## config.mk

```make
export PLATFORM = sky130hd
export DESIGN_NAME = serial_adder_ctrl
export DESIGN_NICKNAME = d
export VERILOG_FILES = /design/src/rtl/serial_adder_ctrl.sv
export SDC_FILE = /design/constraint.sdc
export NUM_CORES = 1
export LEC_CHECK = 0
export ABC_AREA = 1
export BUFFER_PORTS_ARGS = -buffer_cell sky130_fd_sc_hd__buf_4
export CAP_MARGIN = 10
export CORE_MARGIN = 4
export CORE_UTILIZATION = 40
export CTS_CLUSTER_DIAMETER = 60
export DETAILED_ROUTE_END_ITERATION = 12
export GPL_TIMING_DRIVEN = 0
export HOLD_SLACK_MARGIN = 0.03
export PLACE_DENSITY = 0.66
export RECOVER_POWER = 50
export SKIP_LAST_GASP = 1
export SLEW_MARGIN = 10
export SYNTH_ARGS = -nofsm -noshare
export SYNTH_HDL_FRONTEND = slang
export SYNTH_SLANG_ARGS = --single-unit
```

## constraint.sdc

```tcl
create_clock -name clk_pin -period 2.9 [get_ports clk_pin]
set_input_delay 0 -clock clk_pin [delete_from_list [all_inputs] [get_ports clk_pin]]
set_output_delay 0 -clock clk_pin [all_outputs]
set_load 0.02 [all_outputs]
```

## src/rtl/serial_adder_ctrl.sv

```systemverilog
// serial_adder_ctrl
//
// Adds two WIDTH-bit operands using a single 1-bit full-adder slice that is
// reused over WIDTH bit steps, LSB first. Each step lasts STEP_DIV clock
// cycles, so a large STEP_DIV makes the progress visible on LEDs.
//
// Ports:
//   clk_pin      system clock, rising-edge active
//   rst_n_pin    asynchronous active-low reset
//   start_pin    start button level (asynchronous, synchronized here)
//   a_pin        operand A (sampled only when an add is launched)
//   b_pin        operand B (sampled only when an add is launched)
//   cin_pin      carry-in  (sampled only when an add is launched)
//   sum_pin      sum of the last completed add
//   cout_pin     carry-out of the last completed add
//   busy_pin     high while an add is in progress
//   done_pin     high from completion until the next accepted start
//   bit_idx_pin  index of the bit being processed, 0 when not busy
module serial_adder_ctrl #(
    parameter int WIDTH    = 4,
    parameter int STEP_DIV = 1,
    localparam int IDX_W   = $clog2(WIDTH)
) (
    input  logic             clk_pin,
    input  logic             rst_n_pin,
    input  logic             start_pin,
    input  logic [WIDTH-1:0] a_pin,
    input  logic [WIDTH-1:0] b_pin,
    input  logic             cin_pin,
    output logic [WIDTH-1:0] sum_pin,
    output logic             cout_pin,
    output logic             busy_pin,
    output logic             done_pin,
    output logic [IDX_W-1:0] bit_idx_pin
);

    localparam int PRE_W = (STEP_DIV > 1) ? $clog2(STEP_DIV) : 1;
    localparam logic [PRE_W-1:0] PRE_LAST = PRE_W'(STEP_DIV - 1);
    localparam logic [IDX_W-1:0] IDX_LAST = IDX_W'(WIDTH - 1);

    typedef enum logic [1:0] {
        ST_IDLE = 2'd0,
        ST_ADD  = 2'd1,
        ST_DONE = 2'd2
    } state_t;

    state_t           state_q, state_d;
    logic             s1_q, s1_d;
    logic             s2_q, s2_d;
    logic             s3_q, s3_d;
    logic [WIDTH-1:0] a_q, a_d;
    logic [WIDTH-1:0] b_q, b_d;
    logic [WIDTH-1:0] sumsh_q, sumsh_d;
    logic             carry_q, carry_d;
    logic [PRE_W-1:0] pre_q, pre_d;
    logic [IDX_W-1:0] idx_q, idx_d;
    logic [WIDTH-1:0] sum_q, sum_d;
    logic             cout_q, cout_d;
    logic             busy_q, busy_d;
    logic             done_q, done_d;

    logic start_pulse;
    logic step;
    logic slice_s;
    logic slice_co;

    always_comb begin
        state_d = state_q;
        s1_d    = start_pin;
        s2_d    = s1_q;
        s3_d    = s2_q;
        a_d     = a_q;
        b_d     = b_q;
        sumsh_d = sumsh_q;
        carry_d = carry_q;
        pre_d   = pre_q;
        idx_d   = idx_q;
        sum_d   = sum_q;
        cout_d  = cout_q;
        busy_d  = busy_q;
        done_d  = done_q;

        // One pulse per rising edge of the synchronized button level.
        start_pulse = s2_q & ~s3_q;
        step        = (pre_q == PRE_LAST);

        // The shared full-adder slice.
        slice_s  = a_q[0] ^ b_q[0] ^ carry_q;
        slice_co = (a_q[0] & b_q[0]) | (a_q[0] & carry_q) | (b_q[0] & carry_q);

        case (state_q)
            ST_IDLE, ST_DONE: begin
                // sum/cout are left untouched so the previous result stays
                // on the LEDs for the whole duration of the next add.
                if (start_pulse) begin
                    a_d     = a_pin;
                    b_d     = b_pin;
                    carry_d = cin_pin;
                    pre_d   = '0;
                    idx_d   = '0;
                    sumsh_d = '0;
                    busy_d  = 1'b1;
                    done_d  = 1'b0;
                    state_d = ST_ADD;
                end
            end
            ST_ADD: begin
                // Start pulses are deliberately not looked at here.
                pre_d = step ? '0 : pre_q + 1'b1;
                if (step) begin
                    a_d     = {1'b0, a_q[WIDTH-1:1]};
                    b_d     = {1'b0, b_q[WIDTH-1:1]};
                    sumsh_d = {slice_s, sumsh_q[WIDTH-1:1]};
                    carry_d = slice_co;
                    if (idx_q == IDX_LAST) begin
                        sum_d   = {slice_s, sumsh_q[WIDTH-1:1]};
                        cout_d  = slice_co;
                        done_d  = 1'b1;
                        busy_d  = 1'b0;
                        idx_d   = '0;
                        state_d = ST_DONE;
                    end else begin
                        idx_d = idx_q + 1'b1;
                    end
                end
            end
            default: begin
                state_d = ST_IDLE;
            end
        endcase
    end

    always_ff @(posedge clk_pin or negedge rst_n_pin) begin
        if (!rst_n_pin) begin
            state_q <= ST_IDLE;
            s1_q    <= 1'b0;
            s2_q    <= 1'b0;
            s3_q    <= 1'b0;
            a_q     <= '0;
            b_q     <= '0;
            sumsh_q <= '0;
            carry_q <= 1'b0;
            pre_q   <= '0;
            idx_q   <= '0;
            sum_q   <= '0;
            cout_q  <= 1'b0;
            busy_q  <= 1'b0;
            done_q  <= 1'b0;
        end else begin
            state_q <= state_d;
            s1_q    <= s1_d;
            s2_q    <= s2_d;
            s3_q    <= s3_d;
            a_q     <= a_d;
            b_q     <= b_d;
            sumsh_q <= sumsh_d;
            carry_q <= carry_d;
            pre_q   <= pre_d;
            idx_q   <= idx_d;
            sum_q   <= sum_d;
            cout_q  <= cout_d;
            busy_q  <= busy_d;
            done_q  <= done_d;
        end
    end

    assign sum_pin     = sum_q;
    assign cout_pin    = cout_q;
    assign busy_pin    = busy_q;
    assign done_pin    = done_q;
    assign bit_idx_pin = idx_q;

endmodule

```

==> run summary <==
post-synth top area share - 55.3%
CP arrival - 1.51 ns
Hold-fix buffers, CTS - 11
largest net degree at the start of global routing - 27
endpoints failing setup - 0
synth top area cells - dfrtp_1 (55%), nand2_1 (19%), nand3_1 (9.4%)
Top Ports - 21
drt first-iter violations - 39
crit-path leading delay family - buffers and inverters
Pwr Total - 1510 uW
TritonCTS Buffers - 3
Routability Congestion - 0.761
normalized max-slew margin - 10.3%
Final period util - 43.5%
crit end category - asynchronous set/reset pin
max_cap viols - 0
VDD IR max - 0.478 mV
CTS tree - done
Worst-Margin Slew - 1.35 ns
fillers - 263
IO Port Bufs - 20
DP Area - 0.00137 sq mm
chip width - 62.3 microns
CTS sink cnt - 26
hpwl dp - 1.64 mm
vias in the first global route - 961
residual DRC count - 0
HP Class - primary input to flip-flop
Antenna diodes - 0
buffer and inverter count on the worst path - 2
CP Class - primary input to asynchronous set/reset pin
grt ovf - 0
H-tree level count - 1
Reg2Reg Depth - 5
DR vias - 940
part of the Yosys area used for sequential elements - 55.3%
power per cell area - 1000 mW/mm^2
Final Skew - 0.00574 ns
reg-to-reg setup timing slack - 1.70 ns
first-pass GRT wire length - 4.39 mm
die height - 62.3 microns
startpoint class of the critical path - primary input
number of synthesized register bits - 26
Cell Chain, Critical Path - dlygate4sd3_1, clkbuf_1
Final Hold Vio Count - 0
fmax - 0.792 GHz
1st-pass router iterations - 4
die area - 0.00388 sq mm
Worst path depth - 2
Static Leak - 0.000833 uW
required time of the critical path - 3.15 ns
most common cell after layout, fill and taps aside - nand2_1
Post-Syn Area - 0.00118 sq mm
Final Net Count - 180
Final TNS setup - 0 ns
status - completed
Post-CTS Setup Repair Bufs - 0
Synth cell types - 17
gr usage total - 13.9%
CP max FO - 26
ratio of cells with drive above 1 in the final layout - 21.2%
initial core utilization - 42.3%
Syn Inst Count - 130
commonest non-fill, non-tap cells in the layout - nand2_1 (61), dfrtp_1 (26), nand3_1 (22)
area grow syn2layout - 27.8%
WL/cell - 11.9 microns
Worst-Skew Late Latency - 0.33 ns
drt total wl - 2.34 mm
Clock Pin Slew Worst Setup and Hold Paths - 0.15 ns
Cell Rows - 19
cell taking the most area after synthesis - dfrtp_1
Detail Route Antenna Nets - 0
clk buf depth - 2
Final min period - 1.26 ns
Vias per Instance - 4.80
Largest stage delay, worst path - 0.98 ns
RSZ-0062 raised after global routing - no
syn avg cell area - 9.06 sq um
post_cts resized - 0
root buf cell - clkbuf_4
Post-Synthesis Net Count - 144
max-slew violations - 0
Synth Warn # - 0
Worst Hold Depth - 2
crit path max-delay cell type - clkbuf_1
final instance area - 0.00151 sq mm
core region area - 0.00278 sq mm
initial antenna violation count - 0
-- worst register-to-register path, cell delays in order, from the launching register on --
cell	delay, ns
dfrtp_1	0.43
fa_1	0.45
nand3_1	0.09
nand2_1	0.05
nand2_1	0.05
nand2_1	0.05
-- cells by family (layout without fill, tap and decap cells) --
group / after synthesis / count (layout) / share of synthesized area (%)
adder cells (fa/ha/maj): 2 / 2 / 2.76
buffers and inverters: 12 / 47 / 6.27
AO/OA/AOI/OAI: 2 / 2 / 1.17
flip-flops: 26 / 26 / 55.3
AND/OR/NAND/NOR: 88 / 88 / 34.5
-- through the flow --
stage,instances,setup slack (ns),hold WS (ns),utilization (%)
after floorplan,130,1.69,-0.296,-
after global placement,181,1.72,-0.0763,49.1
after detailed placement,181,1.71,-0.0699,49.1
after CTS,196,1.68,0.105,54.4
after global routing,196,1.25,0.340,54.1
final,196,1.64,0.337,54.1
-- path summary, 6_finish.rpt --
kind,end,from
max in group clk_pin,carry_q$_DFFE_PN0P_,a_q[0]$_DFFE_PN0P_
min in group asynchronous,busy_pin$_DFFE_PN0P_,rst_n_pin
max reg2reg,carry_q$_DFFE_PN0P_,a_q[0]$_DFFE_PN0P_
min,s1_q$_DFF_PN0_,start_pin
max,b_q[1]$_DFFE_PN0P_,rst_n_pin
min reg2reg,s2_q$_DFF_PN0_,s1_q$_DFF_PN0_
-- where the power goes --
| part | total, uW | internal (uW) | switching, uW |
|---|---|---|---|
| combinational | 735 | 292 | 443 |
| clock | 189 | 76.9 | 112 |
| sequential | 583 | 500 | 83.2 |
| total | 1510 | 869 | 638 |
-- state kept, by name, indices dropped and copies added, names as in the netlist --
register,count
sum_pin,4
state_q,2
s2_q,1
cout_pin,1
busy_pin,1
carry_q,1
s3_q,1
a_q,4
done_pin,1
sumsh_q,3
b_q,4
s1_q,1
bit_idx_pin,2
-- layout make-up --
| cell class | instances | area [sq um] | share of cell area, % |
|---|---|---|---|
| clock buffer | 4 | 36.3 | 2.41 |
| inverter | 8 | 32.5 | 2.16 |
| tap | 31 | 38.8 | 2.58 |
| sequential | 26 | 651 | 43.2 |
| buffer | 4 | 41.3 | 2.74 |
| multi-input combinational | 92 | 453 | 30.1 |
| timing repair buffer | 31 | 253 | 16.8 |
-- layer usage --
layer  share of wire [%]  wire (microns)  vias up  GRT usage [%]
met2                  48            1120       12           22.2
li1                    -               -      476              -
met1                  47            1100      447           18.3
met5                   0               0        -              0
met4                 1.9              44        0           5.57
met3                 3.2              76        5           3.06
-- Yosys cell counts --
library cell  number
a21oi_2            1
buf_4              1
buf_6              3
dfrtp_1           26
fa_1               1
ha_1               1
inv_1              4
inv_2              3
inv_4              1
nand2_1           61
nand2_2            1
nand2_8            1
nand3_1           22
nand3_4            1
nor2_1             1
nor2_8             1
o21ai_1            1
Power figures use the tool's default switching activity.
